## config.mk

```make
export PLATFORM = sky130hd
export DESIGN_NAME = pipe_hazard_ctrl
export DESIGN_NICKNAME = d
export VERILOG_FILES = /design/src/rtl/pipe_ctrl_pkg.sv /design/src/rtl/forwarding_unit.sv /design/src/rtl/pipe_hazard_ctrl.sv
export SDC_FILE = /design/constraint.sdc
export NUM_CORES = 1
export LEC_CHECK = 0
export ABC_AREA = 1
export ABC_CLOCK_PERIOD_IN_PS = 2600
export CAP_MARGIN = 20
export CORE_ASPECT_RATIO = 0.8
export CORE_MARGIN = 2
export CORE_UTILIZATION = 55
export DETAILED_ROUTE_END_ITERATION = 10
export GPL_TIMING_DRIVEN = 1
export MAX_ROUTING_LAYER = met4
export PLACE_DENSITY_LB_ADDON = 0.3
export SLEW_MARGIN = 25
export SYNTH_ARGS = -nofsm -noshare
export SYNTH_HDL_FRONTEND = slang
export SYNTH_SLANG_ARGS = --single-unit
export TNS_END_PERCENT = 1
```

## constraint.sdc

```tcl
create_clock -name clk -period 2.6 [get_ports clk]
set_clock_uncertainty 0.2 [all_clocks]
set_input_delay 0.26 -clock clk [delete_from_list [all_inputs] [get_ports clk]]
set_output_delay 0.26 -clock clk [all_outputs]
set_load 0.05 [all_outputs]
```

## src/rtl/pipe_ctrl_pkg.sv

```systemverilog
// Shared types and constants for the pipeline hazard controller.
package pipe_ctrl_pkg;

    typedef enum logic {
        ST_RUN      = 1'b0,
        ST_MEM_WAIT = 1'b1
    } state_t;

    localparam logic [1:0] FWD_RF  = 2'b00;
    localparam logic [1:0] FWD_WB  = 2'b01;
    localparam logic [1:0] FWD_MEM = 2'b10;

    // The MEM stage holds the younger result, so it wins over WB.
    function automatic logic [1:0] fwd_sel(input logic       mem_wr,
                                           input logic [4:0] mem_rd,
                                           input logic       wb_wr,
                                           input logic [4:0] wb_rd,
                                           input logic [4:0] rs);
        logic [1:0] sel;
        sel = FWD_RF;
        if (mem_wr && mem_rd != 5'd0 && mem_rd == rs)
            sel = FWD_MEM;
        else if (wb_wr && wb_rd != 5'd0 && wb_rd == rs)
            sel = FWD_WB;
        return sel;
    endfunction

endpackage

```

## src/rtl/forwarding_unit.sv

```systemverilog
// EX-stage operand forwarding selects for both ALU operands.
module forwarding_unit
    import pipe_ctrl_pkg::*;
(
    input  logic [4:0] i_ex_rs1,
    input  logic [4:0] i_ex_rs2,
    input  logic [4:0] i_mem_rd,
    input  logic       i_mem_reg_write,
    input  logic [4:0] i_wb_rd,
    input  logic       i_wb_reg_write,
    output logic [1:0] o_fwd_a,
    output logic [1:0] o_fwd_b
);

    assign o_fwd_a = fwd_sel(i_mem_reg_write, i_mem_rd, i_wb_reg_write, i_wb_rd, i_ex_rs1);
    assign o_fwd_b = fwd_sel(i_mem_reg_write, i_mem_rd, i_wb_reg_write, i_wb_rd, i_ex_rs2);

endmodule

```

## src/rtl/pipe_hazard_ctrl.sv

```systemverilog
// Pipeline sequencing: memory-wait freeze with timeout, redirect flush,
// load-use bubble, forwarding selects and stall/flush counters.
module pipe_hazard_ctrl
    import pipe_ctrl_pkg::*;
#(
    parameter int MEM_TIMEOUT = 16,
    parameter int CNT_W       = 32
) (
    input  logic             clk,
    input  logic             rst,
    input  logic [4:0]       id_rs1,
    input  logic [4:0]       id_rs2,
    input  logic [4:0]       ex_rs1,
    input  logic [4:0]       ex_rs2,
    input  logic [4:0]       ex_rd,
    input  logic             ex_mem_read,
    input  logic [4:0]       mem_rd,
    input  logic             mem_reg_write,
    input  logic [4:0]       wb_rd,
    input  logic             wb_reg_write,
    input  logic             ex_redirect,
    input  logic             dmem_req,
    input  logic             dmem_ready,
    output logic             pc_en,
    output logic             ifid_en,
    output logic             idex_en,
    output logic             exmem_en,
    output logic             memwb_en,
    output logic             ifid_flush,
    output logic             idex_flush,
    output logic [1:0]       fwd_a,
    output logic [1:0]       fwd_b,
    output logic             mem_err,
    output logic [CNT_W-1:0] stall_cycles,
    output logic [CNT_W-1:0] flush_count
);

    localparam int            WC_W   = (MEM_TIMEOUT < 1) ? 1 : $clog2(MEM_TIMEOUT + 1);
    localparam logic [WC_W-1:0] WC_MAX = WC_W'(MEM_TIMEOUT);

    state_t            r_state, w_nstate;
    logic [WC_W-1:0]   r_wait_cnt, w_wait_nxt;
    logic [CNT_W-1:0]  r_stall_cnt, r_flush_cnt;
    logic              w_front_en, w_back_en, w_ifid_fl, w_idex_fl, w_err, w_flush_inc;
    logic              w_load_use;
    logic [1:0]        w_fwd_a, w_fwd_b;

    assign w_load_use = ex_mem_read && ex_rd != 5'd0 && (ex_rd == id_rs1 || ex_rd == id_rs2);

    always_comb begin
        w_front_en  = 1'b1;
        w_back_en   = 1'b1;
        w_ifid_fl   = 1'b0;
        w_idex_fl   = 1'b0;
        w_err       = 1'b0;
        w_flush_inc = 1'b0;
        w_nstate    = ST_RUN;
        w_wait_nxt  = '0;
        if (r_state == ST_MEM_WAIT && !dmem_ready) begin
            // Forced release: everything advances, no bubble, error pulse.
            if (MEM_TIMEOUT != 0 && r_wait_cnt == WC_MAX) begin
                w_err = 1'b1;
            end else begin
                w_front_en = 1'b0;
                w_back_en  = 1'b0;
                w_nstate   = ST_MEM_WAIT;
                w_wait_nxt = r_wait_cnt + WC_W'(1);
            end
        end else if (dmem_req && !dmem_ready) begin
            w_front_en = 1'b0;
            w_back_en  = 1'b0;
            w_nstate   = ST_MEM_WAIT;
            w_wait_nxt = WC_W'(1);
        end else if (ex_redirect) begin
            w_ifid_fl   = 1'b1;
            w_idex_fl   = 1'b1;
            w_flush_inc = 1'b1;
        end else if (w_load_use) begin
            w_front_en = 1'b0;
            w_idex_fl  = 1'b1;
        end
    end

    always_ff @(posedge clk or negedge rst) begin
        if (!rst) begin
            r_state     <= ST_RUN;
            r_wait_cnt  <= '0;
            r_stall_cnt <= '0;
            r_flush_cnt <= '0;
        end else begin
            r_state    <= w_nstate;
            r_wait_cnt <= w_wait_nxt;
            if (!w_front_en)
                r_stall_cnt <= r_stall_cnt + CNT_W'(1);
            if (w_flush_inc)
                r_flush_cnt <= r_flush_cnt + CNT_W'(1);
        end
    end

    forwarding_unit u_fwd (
        .i_ex_rs1        (ex_rs1),
        .i_ex_rs2        (ex_rs2),
        .i_mem_rd        (mem_rd),
        .i_mem_reg_write (mem_reg_write),
        .i_wb_rd         (wb_rd),
        .i_wb_reg_write  (wb_reg_write),
        .o_fwd_a         (w_fwd_a),
        .o_fwd_b         (w_fwd_b)
    );

    // Held in reset the pipeline registers are disabled and flushed.
    assign pc_en        = rst & w_front_en;
    assign ifid_en      = rst & w_front_en;
    assign idex_en      = rst & w_back_en;
    assign exmem_en     = rst & w_back_en;
    assign memwb_en     = rst & w_back_en;
    assign ifid_flush   = !rst | w_ifid_fl;
    assign idex_flush   = !rst | w_idex_fl;
    assign mem_err      = rst & w_err;
    assign fwd_a        = rst ? w_fwd_a : FWD_RF;
    assign fwd_b        = rst ? w_fwd_b : FWD_RF;
    assign stall_cycles = r_stall_cnt;
    assign flush_count  = r_flush_cnt;

endmodule

```

==> results of run 1 <==
worst paths after layout:
path / startpoint / to / cells past startpoint / slack [ns]
min in group clk: stall_cycles[14] / stall_cycles[14] / 2 / 0.31
setup reg to reg: stall_cycles[0] / stall_cycles[28] / 10 / 0.30
max in group asynchronous: rst / flush_count[24] / 2 / 1.62
setup / recovery: ex_rd[4] / pc_en / 10 / 0.19
hold / removal: rst / r_state / 2 / 0.001
hold reg to reg: stall_cycles[14] / stall_cycles[14] / 2 / 0.31
placed cells by master (no fill, tap or decap), types with 7 or more instances in the layout:
master	n
buf_4	7
dfrtp_1	70
clkbuf_16	9
xor2_1	34
nand3b_1	8
nor3_1	27
clkdlybuf4s50_1	105
o21ai_0	13
nand3_1	57
xnor2_1	26
nand4_1	9
nand2_1	259
buf_12	12
inv_1	72
nor2_1	76
metrics by stage:
stage | setup WS, ns | instance area [um2] | std cells | total power [W] | hold WS (ns)
floorplan | 0.205 | 4970 | 716 | 0.00218 | -0.236
global placement | 0.294 | 6350 | 940 | 0.00263 | 0.283
detailed placement | 0.208 | 6350 | 940 | 0.00268 | 0.289
CTS | 0.0893 | 6650 | 955 | 0.00392 | 0.0425
global route | 0.0890 | 6650 | 955 | 0.00405 | 0.101
finish | 0.187 | 6650 | 955 | 0.00391 | 0.00117
cell families after synthesis:
family                   synth area share, %
AO/OA/AOI/OAI                           2.16
XOR/XNOR                                10.6
buffers and inverters                   8.13
AND/OR/NAND/NOR                         42.9
adder cells (fa/ha/maj)                 1.01
flip-flops                              35.2
Yosys cell counts, types with 4 or more instances:
| library cell | number | share of area, % |
|---|---|---|
| nand2_1 | 259 | 20 |
| nor2_1 | 77 | 5.8 |
| inv_1 | 72 | 5.4 |
| dfrtp_1 | 70 | 35 |
| nand3_1 | 57 | 5.7 |
| xor2_1 | 34 | 6.0 |
| nor3_1 | 27 | 2.7 |
| xnor2_1 | 26 | 4.6 |
| o21ai_0 | 13 | 1.3 |
| nand4_1 | 9 | 1.1 |
| nand3b_1 | 8 | 1.2 |
| buf_6 | 6 | 1.4 |
| inv_2 | 6 | 0.45 |
| nand2_4 | 5 | 1.1 |
| nand3_2 | 5 | 1.0 |
| nor2_2 | 5 | 0.63 |
| nor2_4 | 5 | 1.1 |
| a21oi_1 | 4 | 0.40 |
| ha_1 | 4 | 1.0 |
| nor3_2 | 4 | 0.81 |
critical path: stages:
cell and delay, ns:
clkdlybuf4s50_1 0.56, nand2_1 0.09, nand2_1 0.06, nor2_1 0.06, nand3_1 0.07, nand2_1 0.08, nand3_1 0.12, nand2_4 0.12
a21oi_2 0.33, buf_12 0.19
per-layer routing:
layer  track usage, %  wire (um)  vias to the layer above
li1                 -          -                     2483
met1             41.4       6250                     2405
met2             50.6       6870                      213
met3             7.29       1300                       30
met4             8.18        283                        0
met5                -          0                        -
what timing repair did:
action                                  CTS  global route
buffers inserted                          0             0
gates resized for setup                   0             1
endpoints found under the setup margin    0             3
power groups by stage:
stage	sequential (W)	clock, W	combinational, W
2_1_floorplan	0.00175	0	0.000428
5_1_grt	0.00143	0.00129	0.00133
3_3_place_gp	0.00142	0	0.00122
3_5_place_dp	0.00142	0	0.00125
6_report	0.00141	0.00124	0.00126
4_1_cts	0.00141	0.00125	0.00126
state kept, by name (all words and copies together) (netlist names):
| register | count |
|---|---|
| stall_cycles | 32 |
| r_state | 1 |
| r_wait_cnt | 5 |
| flush_count | 32 |
final cells by class:
cell class                      instances  area (um2)  area share [%]
Tap cell                              112         140            2.11
Timing Repair Buffer                  125        1350            20.3
Clock buffer                           10         239            3.59
Clock inverter                          5        60.1           0.903
Inverter                               78         293            4.40
Sequential cell                        70        1750            26.3
Multi-Input combinational cell        555        2820            42.4
==> results.md, run 1 <==
* Final ANT Viol Nets at 0
* Total CTS buffers at 9
* Min cycle time layout at 2.41 ns
* Period Utilization, post-route at 92.8%
* Overall routed net length at 14700 um
* Clk Latency, worst-skew pair at 0.33 ns
* Initial Utilization at 57.6%
* Post-synth ARST share at 100%
* Crit Path Max Fanout at 9
* Die ar. at just under 0.01 mm2
* Total congestion overflow at 0
* Vias/cell at approximately 5.4
* Ys flop type: dfrtp_1
* Crit Path Class: in -> out
* Initial antenna violation count at 0
* GRT Overall Usage at 31.8%
* Yosys warning count at 0
* Area of the core at between 0.008 and 0.009 mm2
* Post-synth EDFFs at 0
* Layout cells sized above 1 at 8.90%
* RePlAce Congestion at slightly below 1
* DR DRC count at 0
* Sequential cell area fraction in the yosys report at approximately a third
* Slew HR at 41.1%
* First-pass GRT wire length at around 23000 um
* I/O Pins at 119
* # H-tree levels at 3
* ANT cells at 0
* Switching part of the total at 38.5%
* Starting DRT DRC Count at 410
* Setup TNS at 0 ns
* Root Buffer: clkbuf_16
* Clock slew at the register clock pins of the worst setup and hold paths at 0.05 ns
* Reg power frac at 36.2%
* Endpoints failing hold at 0
* Number of placement rows at 30
* RSZ-0062 raised after global routing: no
* Synth Cell Area at 0.00497 mm2
* Worst Setup End Kind: output port
* Vias at around 5000
* Synth unique cells at 34
* Max-Cap Viols at 0
* Pwr Density at 587 mW/mm2
* Die Width at 110 um
* Largest net degree at the start of global routing at 71
* Sink Count at 70
* Hold-fix buffers, CTS at 0
* Psw at 0.00150 W
* HP Class: in -> async
* WP data arrival at between 1.5 and 2 ns
* # fillers at 668
* Int Pwr at 0.00240 W
* Syn nets at 763
* Status: finished clean
* Port-buffer cells at 118
* Leak at approximately 3.0 nW
* Comb pwr share at 32.2%
* FF+latch count, synth at 70
* # nets final at 886
* DRT Pass-1 Iters at 5
* Area Growth Syn to Fin at 33.9%
* Vias in the first global route at 4962
* Die Ht at 89.0 um
* Final Slew Violations at 0
* Post-DP HPWL at 11200 um
* Highest clock rate at 414 MHz
* Post-Syn Area per Cell at 6.94 um2
* VDD IR max at 825 uV
* Fin util at 77.1%
* Syn Inst Count at 716
* CP Data Required Time at 2.14 ns
* Mean routed wirelength per cell at 15.4 um
* Worst-Margin Slew at 0.883 ns
* Clock Path Buffers at 2
* Power share of the clock group at 31.6%
* Worst setup SP type: primary input
* Final number of setup-violating endpoints at 0
* CTS tree: built
(Power assumes the default switching activity.)
==> run 2, diff against run 1 <==
Settings changed: CORE_MARGIN 2 to default.
==> run 2 against run 1 <==
Against the previous run:
- register-to-register slack about the same
- count of clock-buffer cells in the layout increased by 1
- hold slack improved by 0.0027 ns
- final cell count shrank 0.21%
- maximum frequency decreased by 1.8%
- flip-flop and latch count did not move
- routed wire length shrank 4.1%
- global-route usage increased by 0.98 points
- die area fell by 4.0%
- core utilization grew 0.32 points
- sequential share of layout area fell by 0.11 points
- clock power increased by 17%
- largest cell class unchanged
- highest routed layer unchanged
==> results.md, run 2 (synthesis gave the netlist of run 1 again) <==
* Post-DP HPWL at 10500 um (was 11200 um)
* First-pass GRT wire length at 23500 um (about the same)
* Vias in the first global route at 5006 (was 4962)
* Hold-fix buffers, CTS at 0 (unchanged)
* Final Slew Violations at 0 (unchanged)
* Number of placement rows at 30 (unchanged)
* # fillers at 633 (was 668)
* Min cycle time layout at 2.46 ns (was 2.41 ns)
* CP Data Required Time at 2.14 ns (about the same)
* Highest clock rate at 407 MHz (was 414 MHz)
* Crit Path Class: reg -> out (was in -> out)
* Clk Latency, worst-skew pair at 0.33 ns (about the same)
* Vias/cell at 5.45 (was 5.37)
* Clock Path Buffers at 2 (unchanged)
* Commonest non-fill, non-tap cell in the layout: nand2_1 (unchanged)
* Layout cells sized above 1 at 8.56% (was 8.90%)
* Total CTS buffers at 9 (unchanged)
* Post_cts resized at 0 (unchanged)
* RSZ-0062 raised after global routing: no (unchanged)
* Initial Utilization at 57.6% (unchanged)
* Final number of setup-violating endpoints at 0 (unchanged)
* Setup TNS at 0 ns (unchanged)
* Initial antenna violation count at 0 (unchanged)
* Vias at 5192 (was 5131)
* Final ANT Viol Nets at 0 (unchanged)
* Area of the core at 0.00863 mm2 (unchanged)
* Cell area after layout at 0.00668 mm2 (was 0.00665 mm2)
* Die ar. at 0.00942 mm2 (was 0.00982 mm2)
* Leak at 3.05 nW (was 3.04 nW)
* # H-tree levels at 3 (unchanged)
* Sink Count at 70 (unchanged)
* Area Growth Syn to Fin at 34.4% (was 33.9%)
* Overall routed net length at 14100 um (was 14700 um)
* DR DRC count at 0 (unchanged)
* CTS tree: built (unchanged)
* Worst Reg-to-Reg Cells at 10 (unchanged)
* Period Utilization, post-route at 94.5% (was 92.8%)
* Endpoints failing hold at 0 (unchanged)
* Most frequent cells in the layout: 259 x nand2_1, 105 x clkdlybuf4s50_1, 76 x nor2_1 (unchanged)
* Total congestion overflow at 0 (unchanged)
* Mean routed wirelength per cell at 14.8 um (was 15.4 um)
* Port-buffer cells at 118 (unchanged)
* Worst R2R Setup Slack at 0.29 ns (was 0.30 ns)
* ANT cells at 0 (unchanged)
* Clock slew at the register clock pins of the worst setup and hold paths at 0.06 ns (was 0.05 ns)
* Die Width at 108 um (was 110 um)
* Worst Setup End Kind: output port (unchanged)
* Worst-Margin Slew at 0.891 ns (was 0.883 ns)
* GRT Overall Usage at 32.8% (was 31.8%)
* Slew HR at 40.6% (was 41.1%)
* RePlAce Congestion at 0.985 (was 0.989)
* Reg2Reg Launch Point: stall_cycles[0] (unchanged)
* HP Class: in -> async (unchanged)
* Starting DRT DRC Count at 452 (was 410)
* WP data arrival at 2.00 ns (was 1.95 ns)
* Status: finished clean (unchanged)
* Die Ht at 87.0 um (was 89.0 um)
* I/O Pins at 119 (unchanged)
* Crit Path Max Fanout at 15 (was 9)
* Worst setup SP type: register (was primary input)
* # nets final at 883 (was 886)
* Placed inst area at 0.00633 mm2 (was 0.00635 mm2)
* Post-CTS Setup Bufs at 0 (unchanged)
* Max-Cap Viols at 0 (unchanged)
* VDD IR max at 812 uV (was 825 uV)
* Root Buffer: clkbuf_16 (unchanged)
* Pwr Density at 616 mW/mm2 (was 587 mW/mm2)
* Worst R2R End: stall_cycles[30] (was stall_cycles[28])
* DRT Pass-1 Iters at 5 (unchanged)
* Largest net degree at the start of global routing at 71 (unchanged)
==> run 2: cell count changes in the layout (fill, tap and decap cells not counted), sizes merged <==
cell,before,now
clkbuf,10,11
bufinv,1,3
clkinv,0,1
buf,20,17
clkinvlp,4,1
==> run 2: worst max-delay path by stage <==
stage                        from                to  slack [ns]  cells past startpoint
detailed placement       ex_rd[1]  stall_cycles[30]        0.20                     13
global placement         ex_rd[4]  stall_cycles[15]        0.32                     13
floorplan           r_wait_cnt[0]           idex_en        0.21                      9
finish              r_wait_cnt[0]             pc_en        0.14                      7
CTS                 r_wait_cnt[0]           idex_en        0.07                      9
global route        r_wait_cnt[0]             pc_en        0.04                      7
==> run 2: power breakdown <==
part           internal [W]  switching (W)
registers           0.00120       0.000209
logic              0.000436       0.000817
clock network      0.000966       0.000483
total               0.00260        0.00151
==> run 2: per-stage QoR <==
step	total power [W]	hold slack (ns)	util, %	setup WS, ns	cells
3_3_place_gp	0.00261	0.283	73.3	0.315	937
6_report	0.00411	0.00386	77.4	0.143	953
2_1_floorplan	0.00218	-0.236	-	0.205	716
5_1_grt	0.00427	0.103	77.4	0.0372	953
3_5_place_dp	0.00266	0.297	73.3	0.198	937
4_1_cts	0.00411	0.0420	77.4	0.0730	953
==> run 2: final cells by class <==
| cell class | instances | area (um2) | share of cell area (%) |
|---|---|---|---|
| multi-input combinational | 555 | 2820 | 42.2 |
| sequential | 70 | 1750 | 26.2 |
| timing repair buffer | 122 | 1330 | 19.9 |
| inverter | 78 | 293 | 4.38 |
| clock buffer | 11 | 243 | 3.63 |
| tap | 112 | 140 | 2.10 |
| clock inverter | 5 | 106 | 1.59 |
==> run 2: worst max-delay path: stages (launching register included) <==
cell	delay, ns
dfrtp_1	0.41
inv_1	0.09
ha_1	0.14
nand2_1	0.06
inv_1	0.10
nand3_2	0.30
a21oi_2	0.39
buf_12	0.18
==> run 2: layer usage <==
layer | global-route usage, % | wire [um] | share of wire (%)
met2 | 52.3 | 6480 | 46
met5 | - | 0 | 0
met1 | 41.9 | 6050 | 43
met4 | 12.5 | 372 | 2.6
met3 | 5.53 | 1200 | 8.5
